<file path="config.mk">
export PLATFORM = sky130hd
export DESIGN_NAME = frame_config_loader
export DESIGN_NICKNAME = d
export VERILOG_FILES = /design/src/rtl/frame_config_loader_pkg.sv /design/src/rtl/frame_row_register.sv /design/src/rtl/frame_config_loader.sv
export SDC_FILE = /design/constraint.sdc
export NUM_CORES = 1
export LEC_CHECK = 0
export CAP_MARGIN = 20
export CORE_AREA = 2 2 225 227
export CTS_CLUSTER_SIZE = 8
export DETAILED_ROUTE_END_ITERATION = 7
export DIE_AREA = 0 0 227 229
export PLACE_DENSITY_LB_ADDON = 0.1
export SLEW_MARGIN = 5
export SYNTH_ARGS = -nofsm -noshare
export SYNTH_HDL_FRONTEND = slang
export SYNTH_SLANG_ARGS = --single-unit
</file>
<file path="constraint.sdc">
create_clock -name UserCLK -period 1.95 [get_ports UserCLK]
set_input_delay 0.39 -clock UserCLK [delete_from_list [all_inputs] [get_ports UserCLK]]
set_output_delay 0.39 -clock UserCLK [all_outputs]
set_load 0.01 [all_outputs]
</file>
<file path="src/rtl/frame_config_loader_pkg.sv">
// frame_config_loader_pkg
// Shared definitions for the FABulous column configuration loader.
//   - FSM state encoding (3-bit constants, kept as plain localparams so the
//     encoding is stable across tools and easy to match in legacy netlists)
//   - header marker value and header field positions
//   - helpers that extract the header fields from a 32-bit stream word
package frame_config_loader_pkg;

    typedef logic [2:0] state_t;

    localparam state_t ST_IDLE   = 3'd0;
    localparam state_t ST_LOAD   = 3'd1;
    localparam state_t ST_DRAIN  = 3'd2;
    localparam state_t ST_STROBE = 3'd3;
    localparam state_t ST_HOLD   = 3'd4;

    localparam logic [7:0] HDR_MARK     = 8'hA5;
    localparam int         HDR_MARK_LSB = 24;
    localparam int         HDR_IDX_LSB  = 0;

    // Marker byte of a header word.
    function automatic logic [7:0] hdr_mark(input logic [31:0] word);
        return word[HDR_MARK_LSB +: 8];
    endfunction

    // Frame index byte of a header word.
    function automatic logic [7:0] hdr_index(input logic [31:0] word);
        return word[HDR_IDX_LSB +: 8];
    endfunction

endpackage

</file>
<file path="src/rtl/frame_row_register.sv">
// frame_row_register
// NumRows x FrameBitsPerRow frame storage, flattened onto one bus.
//   clk        : clock (rising edge)
//   resetn     : synchronous active-low reset, clears every row
//   wr_en      : write wr_data into row wr_row this cycle
//   wr_row     : destination row
//   wr_data    : row contents
//   frame_data : row r at bits [r*FrameBitsPerRow +: FrameBitsPerRow]
module frame_row_register
    import frame_config_loader_pkg::*;
#(
    parameter int NumRows         = 16,
    parameter int FrameBitsPerRow = 32,
    parameter int RowCntW         = 4
) (
    input  logic                               clk,
    input  logic                               resetn,
    input  logic                               wr_en,
    input  logic [RowCntW-1:0]                 wr_row,
    input  logic [FrameBitsPerRow-1:0]         wr_data,
    output logic [NumRows*FrameBitsPerRow-1:0] frame_data
);

    logic [NumRows*FrameBitsPerRow-1:0] frame_d;
    logic [NumRows*FrameBitsPerRow-1:0] frame_q;

    // Row-address decode: only the addressed row changes; the rest hold.
    always_comb begin
        frame_d = frame_q;
        for (int r = 0; r < NumRows; r++) begin
            if (wr_en && (wr_row == RowCntW'(r))) begin
                frame_d[r*FrameBitsPerRow +: FrameBitsPerRow] = wr_data;
            end else begin
                frame_d[r*FrameBitsPerRow +: FrameBitsPerRow] =
                    frame_q[r*FrameBitsPerRow +: FrameBitsPerRow];
            end
        end
    end

    // Frame storage with synchronous clear.
    always_ff @(posedge clk) begin
        if (!resetn) begin
            frame_q <= '0;
        end else begin
            frame_q <= frame_d;
        end
    end

    assign frame_data = frame_q;

endmodule

</file>
<file path="src/rtl/frame_config_loader.sv">
// frame_config_loader
// Assembles one column frame from a 32-bit word stream (header + NumRows
// data words) and pulses a single FrameStrobe line so every tile's
// ConfigMem in the column latches its slice.
//   UserCLK     : clock (rising edge)
//   resetn      : synchronous active-low reset
//   in_data     : stream word; in_valid/in_ready handshake
//   FrameData   : assembled column frame (row r at [r*FrameBitsPerRow +: ...])
//   FrameStrobe : one-hot, one cycle per completed frame
//   busy        : not in IDLE
//   err         : sticky; bad header marker or frame index out of range
//   frames_done : number of frames strobed, wraps at 16 bits
module frame_config_loader
    import frame_config_loader_pkg::*;
#(
    parameter int MaxFramesPerCol = 20,
    parameter int FrameBitsPerRow = 32,
    parameter int NumRows         = 16
) (
    input  logic                               UserCLK,
    input  logic                               resetn,
    input  logic [FrameBitsPerRow-1:0]         in_data,
    input  logic                               in_valid,
    output logic                               in_ready,
    output logic [NumRows*FrameBitsPerRow-1:0] FrameData,
    output logic [MaxFramesPerCol-1:0]         FrameStrobe,
    output logic                               busy,
    output logic                               err,
    output logic [15:0]                        frames_done
);

    // A one-row column still needs a 1-bit counter; LastRow is then 0, so a
    // single data word completes the frame.
    localparam int                  RowCntW = (NumRows > 1) ? $clog2(NumRows) : 1;
    localparam logic [RowCntW-1:0]  LastRow = RowCntW'(NumRows - 1);

    state_t                       state_d, state_q;
    logic [RowCntW-1:0]           row_cnt_d, row_cnt_q;
    logic [7:0]                   idx_d, idx_q;
    logic                         err_d, err_q;
    logic                         busy_d, busy_q;
    logic [15:0]                  frames_done_d, frames_done_q;
    logic [MaxFramesPerCol-1:0]   strobe_d, strobe_q;
    logic [MaxFramesPerCol-1:0]   strobe_onehot_s;
    logic                         xfer_s;
    logic                         wr_en_s;

    // Words are accepted only in the three input states, never while in reset.
    assign in_ready = resetn &&
                      ((state_q == ST_IDLE) || (state_q == ST_LOAD) || (state_q == ST_DRAIN));
    assign xfer_s   = in_valid && in_ready;

    // Decode the stored frame index into the strobe pattern.
    always_comb begin
        strobe_onehot_s = '0;
        for (int i = 0; i < MaxFramesPerCol; i++) begin
            strobe_onehot_s[i] = (idx_q == 8'(i));
        end
    end

    // Sequencer next-state and output-register next values.
    always_comb begin
        state_d       = state_q;
        row_cnt_d     = row_cnt_q;
        idx_d         = idx_q;
        err_d         = err_q;
        frames_done_d = frames_done_q;
        strobe_d      = '0;
        wr_en_s       = 1'b0;
        case (state_q)
            ST_IDLE: begin
                if (xfer_s) begin
                    if (hdr_mark(in_data) != HDR_MARK) begin
                        err_d = 1'b1;
                    end else if (32'(hdr_index(in_data)) < 32'(MaxFramesPerCol)) begin
                        idx_d     = hdr_index(in_data);
                        row_cnt_d = '0;
                        state_d   = ST_LOAD;
                    end else begin
                        // Out-of-range frame: swallow its payload so the
                        // stream stays aligned on the next header.
                        err_d     = 1'b1;
                        row_cnt_d = '0;
                        state_d   = ST_DRAIN;
                    end
                end else begin
                    state_d = ST_IDLE;
                end
            end
            ST_LOAD: begin
                if (xfer_s) begin
                    wr_en_s = 1'b1;
                    if (row_cnt_q == LastRow) begin
                        // Strobe is registered here so it is high exactly
                        // during the STROBE state.
                        row_cnt_d     = '0;
                        strobe_d      = strobe_onehot_s;
                        frames_done_d = frames_done_q + 16'd1;
                        state_d       = ST_STROBE;
                    end else begin
                        row_cnt_d = row_cnt_q + RowCntW'(1);
                    end
                end else begin
                    state_d = ST_LOAD;
                end
            end
            ST_DRAIN: begin
                if (xfer_s) begin
                    if (row_cnt_q == LastRow) begin
                        row_cnt_d = '0;
                        state_d   = ST_IDLE;
                    end else begin
                        row_cnt_d = row_cnt_q + RowCntW'(1);
                    end
                end else begin
                    state_d = ST_DRAIN;
                end
            end
            ST_STROBE: state_d = ST_HOLD;
            ST_HOLD:   state_d = ST_IDLE;
            default:   state_d = ST_IDLE;
        endcase
        busy_d = (state_d != ST_IDLE);
    end

    // Sequencer and output registers.
    always_ff @(posedge UserCLK) begin
        if (!resetn) begin
            state_q       <= ST_IDLE;
            row_cnt_q     <= '0;
            idx_q         <= 8'd0;
            err_q         <= 1'b0;
            busy_q        <= 1'b0;
            frames_done_q <= 16'd0;
            strobe_q      <= '0;
        end else begin
            state_q       <= state_d;
            row_cnt_q     <= row_cnt_d;
            idx_q         <= idx_d;
            err_q         <= err_d;
            busy_q        <= busy_d;
            frames_done_q <= frames_done_d;
            strobe_q      <= strobe_d;
        end
    end

    frame_row_register #(
        .NumRows         (NumRows),
        .FrameBitsPerRow (FrameBitsPerRow),
        .RowCntW         (RowCntW)
    ) u_rows (
        .clk        (UserCLK),
        .resetn     (resetn),
        .wr_en      (wr_en_s),
        .wr_row     (row_cnt_q),
        .wr_data    (in_data),
        .frame_data (FrameData)
    );

    assign FrameStrobe = strobe_q;
    assign busy        = busy_q;
    assign err         = err_q;
    assign frames_done = frames_done_q;

endmodule
</file>
Word level (Yosys, flattened, before mapping)
Cells that the tools add are included.
- add/subtract/negate cells: 2
- magnitude comparators: 1
- equality and inequality tests: 42
- muxes and demuxes: 17
- bitwise logic cells: 1
- reduce and logical (&&, ||, !) cells: 31
- operator list (operator ; number):
    8-bit by 4-bit == test with 1-bit output (second input constant) ; 8
    4-bit == test (second input constant) ; 8
    8-bit by 3-bit == test with 1-bit output (second input constant) ; 4
    8-bit by 5-bit == test with 1-bit output (second input constant) ; 4
    1-bit logical AND ; 18
    3-bit 2-to-1 mux ; 6
    16-bit by 1-bit adder with 16-bit output (second input constant) ; 1
    4-bit by 3-bit == test with 1-bit output (second input constant) ; 4
    8-bit by 2-bit == test with 1-bit output (second input constant) ; 2
    4-bit 2-to-1 mux ; 4
    3-bit case mux with 4 select lines ; 1
    4-bit AND reduction ; 3
    4-bit by 2-bit == test with 1-bit output (second input constant) ; 2
    8-bit by 1-bit == test with 1-bit output (second input constant) ; 1
    8-bit zero test ; 1
    8-bit by 5-bit less-than comparator with 1-bit output (second input constant) ; 1
    8-bit inequality test (second input constant) ; 1
    4-bit case mux with 2 select lines ; 1
    3-bit by 2-bit == test with 1-bit output (second input constant) ; 2
    2-bit inequality test (second input constant) ; 3
    3-bit AND reduction ; 2
    4-bit by 1-bit adder with 4-bit output (second input constant) ; 1
    4-bit by 1-bit == test with 1-bit output (second input constant) ; 1
    4-bit zero test ; 1
    10 further kinds ; 14
- flip-flop bits (word level): 565
- input port bits: 35
- logic and storage cells: 117

Longest topological paths before layout
- depth in word-level cells: 8
- depth in mapped cells: 8
- mapped depth without buffers: 5

Cells and area by module
Synthesis repeated with hierarchy kept, for this count alone.
- cell total of the unflattened synthesis: 1968
- area total of the unflattened synthesis: 20359.5 um^2
- by module, submodules not included (module ; instances ; cells each ; area an instance (um^2) ; sequential area each (um^2)):
    frame_row_register ; 1 ; 1738 ; 18260.0 ; 10249.8
    frame_config_loader ; 1 ; 230 ; 2099.5 ; 1061.0

Worst setup path before layout
OpenSTA, ideal clock, no wires.
- kind: flip-flop to flip-flop
- start point: reg row_cnt_q[1]
- end point: reg frames_done_q[13] (netlist: frames_done[13])
- library setup time: 0.070 ns
- arrival time: 1.976 ns
- data required time: 1.880 ns
- slack: -0.097 ns
- cell stages (with the launch flop): 8
- buffers on the path: 2
- clock period less this slack: 2.047 ns
- path through: dfxtp_1 > ha_1 > clkbuf_1 > nand3_1 > or4_4 > buf_6 > or4_1 > a21oi_1
- cells in the longest elaborated chain, start to end: 2
- RTL lines (what ; RTL line ; RTL):
    start: declaration ; frame_config_loader.sv:38 ; logic [RowCntW-1:0] row_cnt_d, row_cnt_q;
    start signal: assignment ; frame_config_loader.sv:138 ; row_cnt_q <= row_cnt_d;
    4-bit == test ; frame_config_loader.sv:93 ; if (row_cnt_q == LastRow) begin
    3-bit AND reduction (no source line) ; - ;
    end signal: assignment ; frame_config_loader.sv:142 ; frames_done_q <= frames_done_d;
    end: declaration ; frame_config_loader.sv:42 ; logic [15:0] frames_done_d, frames_done_q;
No other way between the ends.
A chain may end at the register's enable or synchronous reset.

Worst setup path after layout
- start point: reg state_q[2]
- end point: reg frames_done_q[9] (netlist: frames_done[9])
- cells in the longest elaborated chain, start to end: 6
- RTL lines (what ; RTL line ; RTL):
    start: declaration ; frame_config_loader.sv:37 ; state_t state_d, state_q;
    start signal: assignment ; frame_config_loader.sv:137 ; state_q <= state_d;
    3-bit by 1-bit == test with 1-bit output / 3-bit zero test (equally long branches) ; frame_config_loader.sv:50, frame_config_loader.sv:70 ;
    1-bit logical OR (2 in a row) ; frame_config_loader.sv:50 ; ((state_q == ST_IDLE) || (state_q == ST_LOAD) || (state_q == ST_DRAIN));
    1-bit logical AND ; frame_config_loader.sv:49 ; assign in_ready = resetn &&
    1-bit logical AND ; frame_config_loader.sv:51 ; assign xfer_s = in_valid && in_ready;
    3-bit AND reduction (no source line) (*) ; - ;
Every way passes the cells marked *; elsewhere a longest branch is shown, timed or not.

==> flow_summary.ini <==
[run_status]
status = finished, violations left
violations = setup timing

[timing]
finalHoldViolCount = 0
tightest_slew_ns = 1.06
min_period_over_period = 1.03
min_period_ns = 2.01
setup_viol = 3
fmax_mhz = 498
drv_slew = 0
fin_setup_tns_ns = -0.153
whs_ns = 0.168
grt_setup_unrepaired = true
final.setup.worst_slack_ns = -0.0589
fin_skew_ns = 0.0158
relSlewSlack = 0.291

[logic_synthesis]
postSynth.asyncResetShare = 0
synthTopCellsByCount = dfxtp_1 (565), nand3_1 (493), o21ai_0 (485)
avgSynthCellArea_um2 = 9.07
synth-xor-area-share = 0.00189
synth_top_family_by_area = simple AND/OR/NAND/NOR gates
synth_seq_area_share = 0.609
synth_ff_type = dfxtp_1
synth_fa_ha_area_frac = 0.00337
synth_cell_types = 39
yosys_warnings = 0
syn-cell-area_um2 = 18600
synth_edf_count = 0
syn_inst = 2049
ys_ff_latch = 565
synth_compound_area_frac = 0.148
synth_simple_gate_area_frac = 0.189
synthMuxAreaShare = 0.00539
synth_top_area_share = 0.609
ys_top_cells_by_area = dfxtp_1 (61%), nand3_1 (13%), o21ai_0 (13%), clkbuf_1 (3.3%), nand2_1 (2.4%)
synth.net_count = 2089
yosysTopAreaCell = dfxtp_1
synth.most_common_cell = dfxtp_1

[run]
cap_violations = 0

[final_layout]
fillCellCount = 4557
multiInputGateArea_um2 = 6490
layout.nets = 2656
syn2layout_area_growth_pct = 49.2
ff_latch_area_um2 = 11300
drive_gt1_frac = 0.0809

[route]
avgRoutedWirePerCell_um = 21.6
viasPerCell = 5.18
drt_iter0_markers = 1164
vias = 17079
drt_first_pass_iters = 5
wl_met2_um = 31300
drc_errors = 0
drt-met1-wl_um = 30500
ant_nets = 0
top_layer = met4
wl_met3_um = 6570
routed_wirelength_um = 71100

[worst_setup_path]
worstSetupStartpointType = flop
path_cells = or3b_4 > or4_4 > buf_6 > or4_4 > a21oi_2
critPathSlowestCell = or4_4
crit_path_end_kind = flop
critPathMaxStageDelay_ns = 0.53
cp.required_ns = 2.48
cp.buffers_inverters = 1
path_class = reg2reg
cp_common_cell = or4_4
cp.arrival_ns = 2.54
cp_top_family = simple AND/OR/NAND/NOR gates
crit_fanout = 4

[floorplan]
core.rowCount = 82
start_util = 0.374
die_w_um = 227
ios = 586
die_h_um = 229
core_area_um2 = 49700
dieArea_um2 = 52000

[power]
powerDensity_nw_per_um2 = 885
p_clk_frac = 0.500
p_int_mw = 19.2
comb_power_share = 0.028
peakVddDrop_uv = 612
power_switching_share = 0.219
power_frac_seq = 0.472
leakage_nw = 11.1
switchingPower_mw = 5.38

[global_route]
overflow = 0
antenna_found_initial = 2
grt_max_degree = 224
grt_pass1_vias = 16048
grt.total_usage = 0.264
grt_pass1_wl_um = 103000

[place]
io_buffer_count = 585
dpl_worst_slack_ns = -0.482
post-dp-hpwl_um = 48500
place_congestion = 0.850

[clock_tree]
insertion_delay_ns = 0.61
cts_made_buffers = 80
cts_tree = yes
cts_sinks = 565
path_clk_slew_ns = 0.05
clockBufferDepth = 3
htreeDepth = 3
clockRootBuffer = clkbuf_16

[hold_path]
hold_class = in2reg
routing by layer:
metal,vias up,track usage
met5,-,0
li1,8297,-
met2,638,0.402
met3,122,0.0903
met4,0,0.117
met1,8022,0.336
power groups by stage:
stage	Sequential, mW	Combinational (mW)	Clock (mW)
2_1_floorplan	11.8	0.284	0
4_1_cts	11.6	0.688	12.5
5_1_grt	11.6	0.730	13.0
3_3_place_gp	11.8	0.683	0
3_5_place_dp	11.8	0.686	0
6_report	11.6	0.689	12.3
logic make-up (layout without fill, tap and decap cells):
logic type	Yosys count	in the layout
and+or+nand+nor	711	711
DFF	565	565
AOI/OAI and AO/OA	542	542
buffers and inverters	212	785
muxes	10	10
adders and majority gates	5	5
xor gates and xnor gates	4	4
other	0	1
worst min-delay path, stage by stage:
cell and delay, ns:
buf_8 0.09, buf_12 0.13, o21a_1 0.11
final cells by class:
cell class,instances,share of cell area
multi-input combinational,1272,0.234
clock buffer,82,0.0740
tap,672,0.0303
inverter,5,0.000677
sequential,565,0.408
clock inverter,6,0.00284
antenna,1,0.0000903
timing repair buffer,692,0.250
registers in the layout (all words and copies together), names as in the netlist:
name,cells
u_rows.frame_data,512
FrameStrobe,20
frames_done,16
idx_q,8
row_cnt_q,4
state_q,3
busy,1
err,1
final timing paths:
| path | start | to | slack (ns) | depth (start not counted) |
|---|---|---|---|---|
| worst max-delay path | state_q[2] | frames_done[9] | -0.06 | 5 |
| worst max register to register | state_q[2] | frames_done[9] | -0.06 | 5 |
| worst min register to register | u_rows.frame_data[488] | u_rows.frame_data[488] | 0.45 | 2 |
| worst min-delay path | resetn | state_q[0] | 0.17 | 3 |
stage by stage:
step           cells   util  instance area, µm²  power (mW)
6_report        3295  0.558               27700        24.5
5_1_grt         3294  0.558               27700        25.3
4_1_cts         3294  0.555               27600        24.8
3_5_place_dp    3205  0.516               25600        12.5
3_3_place_gp    3205  0.516               25600        12.5
2_1_floorplan   2049      -               18600        12.1
repair_timing:
| action | in CTS | in global routing |
|---|---|---|
| hold buffers | 0 | 0 |
| endpoints found under the hold margin | 0 | 0 |
| endpoints found under the setup margin | 138 | 80 |
| pin swaps | 0 | 6 |
| resized for setup | 140 | 53 |
| buffers inserted | 1 | 0 |
cells in the final DEF, fill, tap and decap left out, types with 40 or more instances in the layout:
cell	Yosys	layout
nand3_1	493	492
clkbuf_16	0	82
dfxtp_1	565	563
dlygate4sd2_1	0	134
buf_4	0	81
a21oi_1	43	40
dlymetal6s2s_1	0	42
nand2_1	118	118
o21ai_0	485	484
clkdlybuf4s50_1	0	407
No activity file was read; power rests on OpenSTA's default activity.
